<file path="src/rtl/axis_lane_arbiter.sv">
// Packet-granular round-robin merge of four AXI Stream lanes into one stream,
// with a one-entry registered output stage that sustains one beat per cycle.
module axis_lane_arbiter #(
   parameter int TDATA_WIDTH = 64,
   parameter int TUSER_WIDTH = 128
) (
   input  logic                         axis_aclk,
   input  logic                         axis_resetn,
   input  logic [4*TDATA_WIDTH-1:0]     s_axis_tdata,
   input  logic [4*TDATA_WIDTH/8-1:0]   s_axis_tkeep,
   input  logic [4*TUSER_WIDTH-1:0]     s_axis_tuser,
   input  logic [3:0]                   s_axis_tvalid,
   output logic [3:0]                   s_axis_tready,
   input  logic [3:0]                   s_axis_tlast,
   output logic [TDATA_WIDTH-1:0]       m_axis_tdata,
   output logic [TDATA_WIDTH/8-1:0]     m_axis_tkeep,
   output logic [TUSER_WIDTH-1:0]       m_axis_tuser,
   output logic                         m_axis_tvalid,
   input  logic                         m_axis_tready,
   output logic                         m_axis_tlast,
   output logic [1:0]                   grant_id,
   output logic                         busy
);

   localparam int KEEP_WIDTH = TDATA_WIDTH / 8;

   typedef enum logic {
      IDLE   = 1'b0,
      PACKET = 1'b1
   } state_t;

   state_t                  state, state_nxt;
   logic [1:0]              last_grant, last_grant_nxt, grant_nxt;
   logic [1:0]              cand;
   logic                    found;
   logic [3:0]              ready_vec;
   logic                    accept;
   logic                    out_valid;

   logic [TDATA_WIDTH-1:0]  lane_tdata [4];
   logic [KEEP_WIDTH-1:0]   lane_tkeep [4];
   logic [TUSER_WIDTH-1:0]  lane_tuser [4];

   for (genvar i = 0; i < 4; i++) begin : g_unpack
      assign lane_tdata[i] = s_axis_tdata[TDATA_WIDTH*i +: TDATA_WIDTH];
      assign lane_tkeep[i] = s_axis_tkeep[KEEP_WIDTH*i +: KEEP_WIDTH];
      assign lane_tuser[i] = s_axis_tuser[TUSER_WIDTH*i +: TUSER_WIDTH];
   end

   // NOTE: every variable gets a default before the case so no path leaves it unassigned (no latch).
   always_comb begin
      state_nxt      = state;
      grant_nxt      = grant_id;
      last_grant_nxt = last_grant;
      ready_vec      = 4'b0000;
      accept         = 1'b0;
      cand           = 2'd0;
      found          = 1'b0;
      unique case (state)
         IDLE: begin
            // Search starts just after the previous winner; +4 wraps back to it last.
            for (int k = 1; k <= 4; k++) begin
               cand = last_grant + 2'(k);
               if (!found && s_axis_tvalid[cand]) begin
                  found     = 1'b1;
                  grant_nxt = cand;
               end
            end
            if (found) state_nxt = PACKET;
         end
         PACKET: begin
            ready_vec[grant_id] = ~out_valid | m_axis_tready;
            accept = s_axis_tvalid[grant_id] & ready_vec[grant_id];
            if (accept && s_axis_tlast[grant_id]) begin
               state_nxt      = IDLE;
               last_grant_nxt = grant_id;
            end
         end
         default: state_nxt = IDLE;
      endcase
   end

   // NOTE: sequential state uses non-blocking assignments so all registers update from pre-edge values.
   always_ff @(posedge axis_aclk or negedge axis_resetn) begin
      if (!axis_resetn) begin
         state        <= IDLE;
         grant_id     <= 2'd0;
         last_grant   <= 2'd3;
         out_valid    <= 1'b0;
         m_axis_tdata <= '0;
         m_axis_tkeep <= '0;
         m_axis_tuser <= '0;
         m_axis_tlast <= 1'b0;
      end else begin
         state      <= state_nxt;
         grant_id   <= grant_nxt;
         last_grant <= last_grant_nxt;
         if (accept) begin
            out_valid    <= 1'b1;
            m_axis_tdata <= lane_tdata[grant_id];
            m_axis_tkeep <= lane_tkeep[grant_id];
            m_axis_tuser <= lane_tuser[grant_id];
            m_axis_tlast <= s_axis_tlast[grant_id];
         end else if (m_axis_tready) begin
            out_valid <= 1'b0;
         end
      end
   end

   assign s_axis_tready = ready_vec;
   assign m_axis_tvalid = out_valid;
   assign busy          = (state == PACKET);

endmodule

</file>
<file path="config.mk">
export PLATFORM = sky130hd
export DESIGN_NAME = axis_lane_arbiter
export DESIGN_NICKNAME = d
export VERILOG_FILES = /design/src/rtl/axis_lane_arbiter.sv
export SDC_FILE = /design/constraint.sdc
export NUM_CORES = 1
export LEC_CHECK = 0
export ABC_AREA = 1
export BUFFER_PORTS_ARGS = -buffer_cell sky130_fd_sc_hd__buf_2
export CELL_PAD_IN_SITES_DETAIL_PLACEMENT = 1
export CELL_PAD_IN_SITES_GLOBAL_PLACEMENT = 1
export CORE_AREA = 2 2 395 397
export CTS_CLUSTER_SIZE = 28
export DETAILED_ROUTE_END_ITERATION = 10
export DIE_AREA = 0 0 397 399
export HOLD_SLACK_MARGIN = 0.12
export PLACE_DENSITY_LB_ADDON = 0.2
export SETUP_SLACK_MARGIN = 0.15
export SYNTH_ARGS = -nofsm -noshare
export SYNTH_HDL_FRONTEND = slang
export SYNTH_SLANG_ARGS = --single-unit
</file>
<file path="constraint.sdc">
create_clock -name axis_aclk -period 2.5 [get_ports axis_aclk]
set_clock_uncertainty 0.15 [all_clocks]
set_input_delay 0.25 -clock axis_aclk [delete_from_list [all_inputs] [get_ports axis_aclk]]
set_output_delay 0.25 -clock axis_aclk [all_outputs]
set_load 0.03 [all_outputs]
</file>
Yosys cells after proc, flatten, opt, wreduce, memory -nomap -nowiden. Cells that the tools add are included.

Add/subtract/negate cells: 3. Magnitude comparators: 7. Multiplexer cells: 44. Bitwise logic cells: 6. Reduce and logical (&&, ||, !) cells: 12.

Operators with widths (number): 128-bit binary-select mux with 2-bit select (1); 128-bit 2-to-1 mux (2); 64-bit binary-select mux with 2-bit select (1); 64-bit 2-to-1 mux (2); 1-bit 2-to-1 mux (21); 8-bit binary-select mux with 2-bit select (1); 8-bit 2-to-1 mux (2); 2-bit by 3-bit less-than comparator with 1-bit output, second input constant (5); 1-bit binary-select mux with 2-bit select (7); 2-bit 2-to-1 mux (4); 1-bit logical AND (5); 2-bit adder, second input constant (2); 4-bit AND (1); 4-bit 2-to-1 mux (1); 2-bit AND reduction (2); 4-bit nonzero test (1); 3-bit greater-or-equal comparator, second input constant (1); 1-bit zero test (3); 2-bit NOT with 3-bit output (1); 2-bit by 1-bit adder with 2-bit output, second input constant (1); 1-bit demux with 2-bit select (1); 2-bit by 1-bit greater-or-equal comparator with 1-bit output, second input constant (1); 1-bit NOT (2); 1-bit case mux with 2 select lines (1); 3 further kinds (3).

Register bits: 207. Bits of input ports: 811. Logic and storage cells: 80.

Logic depth before layout (Yosys ltp). Gate-level depths: netlist of the first run.

Depth in word-level cells: 19. Depth in mapped cells: 13. Mapped depth without buffers: 12.

Worst setup path before layout of the first run. OpenSTA, ideal clock, no wires.

Path kind: register to register. From: reg grant_id[1]. To: reg m_axis_tuser[100]. Data arrival time: 1.698 ns. Required time: 2.232 ns. Setup slack: 0.534 ns. Stages on the path, launching flop included: 14. Path buffers: 3. Cells stage by stage: dfrtp_1 -> buf_2 -> inv_2 -> nand2_1 -> nor2_1 -> a21oi_1 -> o21ai_1 -> nand2_1 -> nor2_4 -> inv_2 -> buf_4 -> buf_2 -> nand2_1 -> nand2_1.

Word-level cells in the longest chain between the ends: 9.

RTL lines: start, declared (line 21) `output logic [1:0] grant_id,`; start signal, assigned (line 96) `grant_id <= grant_nxt;`; 2-bit by 3-bit less-than comparator with 1-bit output (not written as such) or 2-bit by 1-bit greater-or-equal comparator with 1-bit output (tied branches) (line 72) `ready_vec[grant_id] = ~out_valid | m_axis_tready;`; 1-bit logical AND (not written as such) (line 72); 1-bit 2-to-1 mux (not written as such) (line 72); 1-bit demux with 2-bit select (line 72); 4-bit AND (no line); 1-bit binary-select mux with 2-bit select (line 73) `accept = s_axis_tvalid[grant_id] & ready_vec[grant_id];`; 1-bit 2-to-1 mux (not written as such) (line 73); 1-bit AND (line 73); 1-bit 2-to-1 mux (line 59) `unique case (state)`; end signal, assigned (line 102) `m_axis_tuser <= lane_tuser[grant_id];`; end, declared (line 17) `output logic [TUSER_WIDTH-1:0] m_axis_tuser,`.

Several ways; a longest one is shown, not always the timed one. The select of a mux whose other input is x is not followed. A chain may end at the register's enable or synchronous reset.

Final worst setup path of the first run.
From: reg grant_id[1]. To: reg m_axis_tuser[13].

The elaborated chain is that of the path after synthesis.

==> results.txt, run 1 <==
Outcome - completed
Multi-input gate area - 7674 um^2
Final hold violation count - 0
Synth Cell Area - 13740 um^2
Crit Reg-Reg Endpoint - m_axis_tuser[13]
Pleak - 15.27 nW
Via count - 23155
Die area - 158400 um^2
First-pass GRT wire length - 176.5 mm
Port bufs - 1019
Initial Util - 8.939%
Measured slew at the worst slew-check pin - 0.8836 ns
Clock root buffer - clkbuf_16
RSZ-0062 raised after global routing - true
TritonCTS buffer count - 31
Non-Filler Instances - 6003
WHS Path Cells - 8
Critical path class - reg -> reg
Placement Rows - 144
Vias in the first global route - 25713
Skew-Pair Late Insertion Delay - 0.59 ns
Seq/Total Area, Yosys - 37.72%
Final #Nets - 4738
Min-Delay Startpoint - s_axis_tvalid[1]
Final setup violation count - 0
Hold WC Path Type - in -> reg
Grt ovf - 0
PwrDens - 1109 nW/um^2
Synth Warn # - 0
Critical Path AT - 2.60 ns
Register area - 5190 um^2
Filler cells - 18764
CTS tree - yes
Chip Width - 397 um
Final Cycle Share - 90.22%
Hold endpoint - grant_id[1]
DRT antenna net count - 0
Critical path origin - grant_id[1]
Largest net degree at the start of global routing - 101
Clock sink count - 207
Via/cell ratio - 3.857
R2r setup slk - 0.24 ns
R2r startpoint - grant_id[1]
Reg clk slew, reported paths - 0.06 ns
Post-synth EDFFs - 0
DRT iter0 DRCs - 1237
Final core utilization - 20.56%
Worst path required time - 2.84 ns
Min cycle time layout - 2.255 ns
Gpl congestion - 0.8676
FF-to-FF path depth - 11
Maximum clock path buffer count - 3
Post-synth ARST share - 100.0%
Syn-to-layout area delta - 130.0%
Synthesized instance count - 2124
Fmax - 443.4 MHz
Slew headroom - 41.09%
Avg Synthesized Cell Area - 6.468 um^2
H-tree levels - 1
Ys flop type - dfrtp_1
Share of post-route cells with drive strength above 1 - 31.20%
Commonest non-fill, non-tap cell in the layout - buf_2
Post-DP HPWL - 92.73 mm
Antenna violations before repair - 17
Number of iterations in the first detailed-routing pass - 5
Syn_nets - 2935
Placed Instances - 5110
Most frequent cells in the layout - 1017 x buf_2, 865 x nand2_1, 797 x dlygate4sd3_1
#FFs+latches synth - 207
VDD IR max - 0.4845 mV
CORE AREA - 153700 um^2
Top-level port count - 1020
GRT Total Usage - 15.05%
Residual DRC count - 0
Max_cap viols - 0
TNS Setup - 0 ns
WL per Instance - 21.45 um
Startpoint Class - flop
Nature of the critical path endpoint - flop
Pins Over Slew Limit - 0
Die height - 399 um
Largest fanout on the critical path - 16
Final WL - 128.7 mm
Post-synthesis cell type count - 20
synthesized netlist by cell type (2+ instances only):
cell type / number / area (um^2)
nand4_1: 200 / 1251
buf_1: 20 / 75.07
a21oi_1: 2 / 10.01
buf_4: 6 / 45.04
dfrtp_1: 205 / 5130
buf_2: 39 / 195.2
dfstp_2: 2 / 52.55
nand2_1: 865 / 3247
inv_2: 2 / 7.510
o22ai_1: 2 / 12.51
nor2_1: 13 / 48.80
clkbuf_1: 136 / 510.5
inv_1: 14 / 52.55
nand3_1: 612 / 3063
per-stage QoR:
stage                     power (mW)  hold WS [ns]  area [um^2]  worst slack, ns
after floorplan                17.74       -0.1956        13740           0.5340
after global placement         28.14        0.1183        21920           0.2697
after detailed placement       28.03        0.1201        21920           0.2915
after CTS                      34.65        0.1216        31130           0.1056
after global routing           37.77        0.1961        31590           0.1213
final                          35.03        0.1963        31600           0.2445
worst max-delay path: stages (launching register included):
cell and delay, ns:
dfrtp_4 0.54, nor2_4 0.14, buf_6 0.13, a21oi_1 0.06, o21ai_1 0.07, nand2_1 0.10
nor2_4 0.30, clkinv_8 0.09, buf_12 0.16, clkbuf_16 0.23, nand2_1 0.06, nand2_1 0.04
flip-flops by register name, indices dropped and copies added, names as in the netlist:
name and flops:
busy 1, last_grant 2, m_axis_tuser 128, m_axis_tkeep 8, m_axis_tvalid 1, m_axis_tdata 64
m_axis_tlast 1, grant_id 2
area by class of cell:
cell class | count | share of cell area (%)
repair buffers | 1970 | 47.53
inverters | 17 | 0.2851
flip-flops and latches | 207 | 16.43
multi-input cells | 1699 | 24.29
diodes | 10 | 0.07920
repair inverters | 1 | 0.02772
clock inverters | 12 | 0.5148
well taps | 2044 | 8.094
clock buffers | 43 | 2.756
per-layer routing:
layer / vias up / global-route usage [%] / share of wire, %
met3: 237 / 2.716 / 5.2
li1: 10857 / - / -
met1: 11229 / 17.90 / 41
met4: 4 / 7.971 / 5.7
met5: - / 0 / 0.020
met2: 828 / 25.69 / 48
logic make-up after synthesis:
family | share of synthesized area, %
flops | 37.72
simple gates | 55.51
buf+inv | 6.475
compound gates | 0.2914
worst max path at each step:
| stage | end | depth (start not counted) |
|---|---|---|
| finish | m_axis_tuser[13] | 11 |
| global route | m_axis_tuser[99] | 11 |
| CTS | grant_id[0] | 3 |
| detailed placement | m_axis_tuser[45] | 12 |
| global placement | m_axis_tuser[52] | 12 |
| floorplan | m_axis_tuser[100] | 13 |
timing repair:
| action | in CTS | in global routing |
|---|---|---|
| hold endpoints to repair | 413 | 2 |
| hold buffers | 796 | 3 |
| buffers inserted | 5 | 10 |
| pin swaps | 1 | 3 |
| resized for setup | 5 | 17 |
| gates cloned | 4 | 11 |
| endpoints found under the setup margin | 4 | 106 |
power by group:
part	total, mW	switching [mW]	internal (mW)	leakage (nW)
clock network	4.61	1.80	2.81	0.510
logic	24.4	16.5	7.87	12.2
registers	6.05	1.05	5.00	2.59
Note: power is estimated with default switching activity, not from simulation.
==> run 2: changes to the inputs <==
--- a/config.mk
+++ b/config.mk
@@ -14,7 +14,7 @@
 export DETAILED_ROUTE_END_ITERATION = 10
 export DIE_AREA = 0 0 397 399
 export HOLD_SLACK_MARGIN = 0.12
-export PLACE_DENSITY_LB_ADDON = 0.2
+export PLACE_DENSITY = 0.43
 export SETUP_SLACK_MARGIN = 0.15
 export SYNTH_ARGS = -nofsm -noshare
 export SYNTH_HDL_FRONTEND = slang
==> run 2 against run 1 <==
Compared with the run above: the flow now finishes with violations (negative setup slack); via count grew 3.3%; worst setup slack got worse by 0.28 ns; clock power is 4% higher; flip-flop and latch count did not move; sequential share of layout area down 0.45 points; cell area rose by 2.8%; critical path depth is 5 higher; fmax is 11% lower; combinational power is 6% higher; global-route usage increased by 0.60 points; non-clock buffer count increased by 29; worst hold slack lost 0.12 ns; critical endpoint is now m_axis_tuser[11]; largest cell class unchanged.
==> results.txt, run 2 (synthesis gave the netlist of run 1 again) <==
Skew-Pair Late Insertion Delay - 0.64 ns
Largest register by flop count - m_axis_tuser
RSZ-0062 raised after global routing - true
Max reg flops - 128
Port bufs - 1019
Measured slew at the worst slew-check pin - 0.7691 ns
Die area - 158400 um^2
R2r startpoint - grant_id[0]
Worst path max stage delay - 0.51 ns
PwrDens - 1128 nW/um^2
Fmax - 395.0 MHz
Critical path's slowest cell - dfrtp_4
GRT Total Usage - 15.64%
Most frequent cells in the layout - 1013 x buf_2, 830 x nand2_1, 806 x dlygate4sd3_1
Register area - 5190 um^2
Final hold violation count - 0
Via/cell ratio - 3.957
Largest registers - m_axis_tuser x128, m_axis_tdata x64, m_axis_tkeep x8
CTS tree - yes
Min-Delay Startpoint - s_axis_tdata[64]
Maximum clock path buffer count - 3
Gpl congestion - 0.8901
Filler cells - 18654
Final WL - 131.8 mm
Reg clk slew, reported paths - 0.06 ns
Syn-to-layout area delta - 136.4%
Initial Util - 8.939%
R2r setup slk - -0.03 ns
First-pass GRT wire length - 182.2 mm
Pre-CTS WS - 0.2925 ns
VDD IR max - 0.7845 mV
Final setup violation count - 14
DRT antenna net count - 0
Clock sink count - 207
Pins Over Slew Limit - 0
Pleak - 15.64 nW
Grt ovf - 0
Worst path required time - 2.87 ns
Multi-input gate area - 7825 um^2
Top delay family on crit path - buffers and inverters
Chip Width - 397 um
Setup ws final - -0.03193 ns
Hold slack final - 0.08109 ns
Buf/Inv on CP - 8
DRT iter0 DRCs - 1690
Final #Nets - 4766
Clock root buffer - clkbuf_16
WL per Instance - 21.81 um
Slew headroom - 48.72%
Placement Rows - 144
Largest fanout on the critical path - 7
Critical Path AT - 2.90 ns
Min cycle time layout - 2.532 ns
Post-DP HPWL - 91.34 mm
Worst-path cell chain - buf_12, buf_6, buf_6, nand2_2, nor2_1, a21oi_1, o21ai_1, nand2_1, nor2_4, buf_12, buf_12, buf_16, buf_8, clkbuf_16, nand2_1, nand2_1
Via count - 23917
Nature of the critical path endpoint - flop
Critical path class - reg -> reg
Die height - 399 um
Largest net degree at the start of global routing - 91
Critical path origin - grant_id[0]
Final Cycle Share - 101.3%
Hold WC Path Type - in -> reg
Startpoint Class - flop
Residual DRC count - 0
Commonest non-fill, non-tap cell in the layout - buf_2
CORE AREA - 153700 um^2
Number of iterations in the first detailed-routing pass - 5
Total power - 36.64 mW
H-tree levels - 1
Share of post-route cells with drive strength above 1 - 32.57%
Top-level port count - 1020
Final core utilization - 21.13%
Outcome - finished with violations
Vias in the first global route - 25962
Failing checks - negative setup slack
TritonCTS buffer count - 31
Antenna violations before repair - 23
Max_cap viols - 0
[run 2: cell count changes in the layout (fill, tap and decap cells not counted), moves of 5 or more]
cell           change
nand2_1           -35
nand2_2           +31
diode_2           +11
buf_8              +9
dlygate4sd3_1      +9
clkbuf_8           +8
buf_12             +6
buf_4              -6
buf_6              +6
buf_16             +5
[run 2: tightest hold or removal path, delay by kind of cell]
| family | cells | cell delay (ns) |
|---|---|---|
| buf+inv | 1 | 0.08 |
| simple gates | 4 | 0.50 |
[run 2: cell type report]
class / count / area share, %
timing repair buffer: 1999 / 48.13
multi-input combinational: 1699 / 24.09
sequential: 207 / 15.98
tap: 2044 / 7.874
clock buffer: 48 / 2.985
clock inverter: 9 / 0.4160
inverter: 17 / 0.3583
antenna: 21 / 0.1618
[run 2: metrics by stage]
stage	instance area, um^2	TNS (ns)	instances
CTS	31970	0	6009
global placement	21720	0	5090
global route	32460	-7.262	6035
detailed placement	21720	0	5090
floorplan	13740	0	2124
finish	32480	-0.2260	6044
[run 2: final timing paths]
kind,end,cells after the start
setup / recovery,m_axis_tuser[11],16
hold reg to reg,m_axis_tuser[105],2
setup reg to reg,m_axis_tuser[11],16
hold / removal,m_axis_tdata[0],5
min in group asynchronous,m_axis_tuser[77],4
max in group asynchronous,m_axis_tdata[2],5
[run 2: power by group]
group,switching (mW),leakage [nW],internal (mW)
combinational,16.9,12.5,8.92
sequential,1.03,2.59,5.00
clock,1.86,0.552,2.95
total,19.8,15.6,16.9
[run 2: per-layer routing]
metal	vias to the layer above	GRT usage [%]	share of wire, %
met5	-	0	0.031
met4	8	6.864	4.5
met1	11735	19.00	41
met3	245	2.993	5.8
met2	993	26.75	49
li1	10936	-	-
[run 2: timing repair]
action,in CTS,in global routing
setup endpoints to repair,5,209
hold endpoints to repair,414,0
hold buffers,807,0
pin swaps,6,8
resized for setup,63,58
cloned,12,10
setup buffers,43,6
==> run 3: changes to the inputs <==
--- a/config.mk
+++ b/config.mk
@@ -9,12 +9,12 @@
 export BUFFER_PORTS_ARGS = -buffer_cell sky130_fd_sc_hd__buf_2
 export CELL_PAD_IN_SITES_DETAIL_PLACEMENT = 1
 export CELL_PAD_IN_SITES_GLOBAL_PLACEMENT = 1
-export CORE_AREA = 2 2 395 397
+export CORE_AREA = 2 2 399 401
 export CTS_CLUSTER_SIZE = 28
 export DETAILED_ROUTE_END_ITERATION = 10
-export DIE_AREA = 0 0 397 399
+export DIE_AREA = 0 0 401 403
 export HOLD_SLACK_MARGIN = 0.12
-export PLACE_DENSITY = 0.43
+export PLACE_DENSITY = 0.44
 export SETUP_SLACK_MARGIN = 0.15
 export SYNTH_ARGS = -nofsm -noshare
 export SYNTH_HDL_FRONTEND = slang
==> constraint.sdc (replaced) <==
create_clock -name axis_aclk -period 2.1 [get_ports axis_aclk]
set_clock_uncertainty 0.15 [all_clocks]
set_input_delay 0.21 -clock axis_aclk [delete_from_list [all_inputs] [get_ports axis_aclk]]
set_output_delay 0.21 -clock axis_aclk [all_outputs]
set_load 0.03 [all_outputs]
==> run 3 against run 2 <==
Compared with the run above: the run still ends with negative setup slack left; flip-flop and latch count is the same; cell count grew 1.7%; critical path depth shrank 8; wire length shrank 2.3%; first-iteration DRC count grew 0.83%; cell area grew 1.5%; power grew 20%; combinational power grew 22%; clock power grew 13%; global-route usage shrank 0.62 points; worst setup slack lost 0.067 ns; worst hold slack gained 0.10 ns; critical endpoint is now m_axis_tdata[48]; largest power group unchanged.
==> results.txt, run 3 (synthesis gave the netlist of run 1 again) <==
Final core utilization - 20.93%
WHS Path Cells - 7
Most frequent cells in the layout - 1012 x buf_2, 857 x nand2_1, 803 x dlygate4sd3_1
Min-Delay Startpoint - s_axis_tuser[286]
Antenna violations before repair - 26
Critical path's slowest cell - dfrtp_4
Largest registers - m_axis_tuser x128, m_axis_tdata x64, m_axis_tkeep x8
Setup ws final - -0.09934 ns
Startpoint Class - flop
Hold WC Path Type - in -> reg
Placement Rows - 146
CORE AREA - 157500 um^2
First-pass GRT wire length - 180.5 mm
Final hold violation count - 0
DRT iter0 DRCs - 1704
Share of post-route cells with drive strength above 1 - 33.20%
Worst path max stage delay - 0.53 ns
Final #Nets - 4850
Failing checks - negative setup slack
R2r startpoint - grant_id[1]
Critical Path AT - 2.53 ns
Min cycle time layout - 2.199 ns
Slew headroom - 60.95%
RSZ-0062 raised after global routing - true
Measured slew at the worst slew-check pin - 0.5857 ns
DRT antenna net count - 0
Pleak - 15.97 nW
Final setup violation count - 186
Clock root buffer - clkbuf_16
PwrDens - 1336 nW/um^2
Residual DRC count - 0
Initial Util - 8.725%
Post-DP HPWL - 93.76 mm
Vias in the first global route - 26253
Reg clk slew, reported paths - 0.06 ns
Die area - 161600 um^2
H-tree levels - 1
Worst-path cell chain - buf_6, buf_4, buf_12, buf_4, nand3_1, nand4_1, nand2_1, nand2_1
Number of iterations in the first detailed-routing pass - 5
Fmax - 454.7 MHz
Clock sink count - 207
Gpl congestion - 0.9036
GRT Total Usage - 15.03%
FF-to-FF path depth - 8
Die height - 403 um
Largest register by flop count - m_axis_tuser
Max reg flops - 128
Port bufs - 1019
Buf/Inv on CP - 4
TritonCTS buffer count - 30
Hold endpoint - m_axis_tuser[30]
Outcome - finished with violations
Via/cell ratio - 3.916
CTS tree - yes
WL per Instance - 20.94 um
VDD IR max - 0.5677 mV
Skew-Pair Late Insertion Delay - 0.62 ns
Crit Reg-Reg Endpoint - m_axis_tdata[48]
Final WL - 128.8 mm
Max_cap viols - 0
Maximum clock path buffer count - 3
Worst path required time - 2.43 ns
Commonest non-fill, non-tap cell in the layout - buf_2
Largest fanout on the critical path - 40
Largest net degree at the start of global routing - 47
Top delay family on crit path - buffers and inverters
Via count - 24078
Syn-to-layout area delta - 140.0%
Critical path class - reg -> reg
Chip Width - 401 um
Nature of the critical path endpoint - flop
Final Cycle Share - 104.7%
Grt ovf - 0
Top-level port count - 1020
TNS Setup - -5.672 ns
Pins Over Slew Limit - 0
R2r setup slk - -0.1 ns
## run 3: changes by cell type in the layout (fill, tap and decap cells not counted), sizes merged
cell	delta
bufinv	+1
diode	-5
clkinv	-3
clkbuf	-3
clkinvlp	+1
dlygate4sd3	-3
bufbuf	-4
buf	+92
## run 3: cell type report
cell class	count	area, um^2
Timing Repair Buffer	2084	16290
Fill cell	19265	124500
Sequential cell	207	5190
Clock buffer	45	878.3
Inverter	17	101.3
Antenna cell	16	40.04
Multi-Input combinational cell	1699	7727
Clock inverter	8	142.6
Tap cell	2072	2592
## run 3: what timing repair did
item,4_1_cts,5_1_grt
pin swaps,10,3
setup buffers,21,0
resized for setup,73,13
cloned,6,10
endpoints found under the setup margin,213,215
endpoints found under the hold margin,414,0
hold buffers,804,0
## run 3: per-layer routing
layer / track usage, % / part of all wire, %
met3: 4.235 / 7.4
met5: 0 / 0.050
met2: 25.00 / 47
met4: 6.951 / 4.8
met1: 17.85 / 41
## run 3: worst max-delay path by stage
stage / start / endpoint / slack (ns) / cells after the start
global route: grant_id[1] / m_axis_tdata[16] / -0.18 / 12
floorplan: grant_id[1] / m_axis_tuser[100] / 0.17 / 13
CTS: grant_id[0] / s_axis_tready[0] / -0.09 / 6
detailed placement: grant_id[0] / m_axis_tuser[90] / -0.18 / 9
finish: grant_id[1] / m_axis_tdata[48] / -0.1 / 8
global placement: grant_id[0] / m_axis_tuser[90] / -0.22 / 9
## run 3: stage by stage
step | cells | total power, mW | setup WS, ns | hold slack (ns) | cell area (um^2)
after detailed placement | 5238 | 34.89 | -0.1809 | 0.04524 | 22920
after CTS | 6122 | 43.87 | -0.09133 | 0.1511 | 32650
after global placement | 5238 | 34.85 | -0.2216 | 0.04799 | 22920
after global routing | 6142 | 47.22 | -0.1778 | 0.1930 | 32950
final | 6148 | 44.04 | -0.09934 | 0.1859 | 32970
after floorplan | 2124 | 21.12 | 0.1725 | -0.2356 | 13740
## run 3: power by group
group | switching, mW | internal, mW | leakage [nW]
Clock | 2.11 | 3.34 | 0.497
Sequential | 1.17 | 5.95 | 2.59
Combinational | 20.1 | 11.4 | 12.9
## run 3: worst reg2reg max path: cells and delay by family, from the launching register on
kind                   cells  cell delay, ns
buffers and inverters      4            0.80
flip-flops                 1            0.53
AND/OR/NAND/NOR            4            0.58
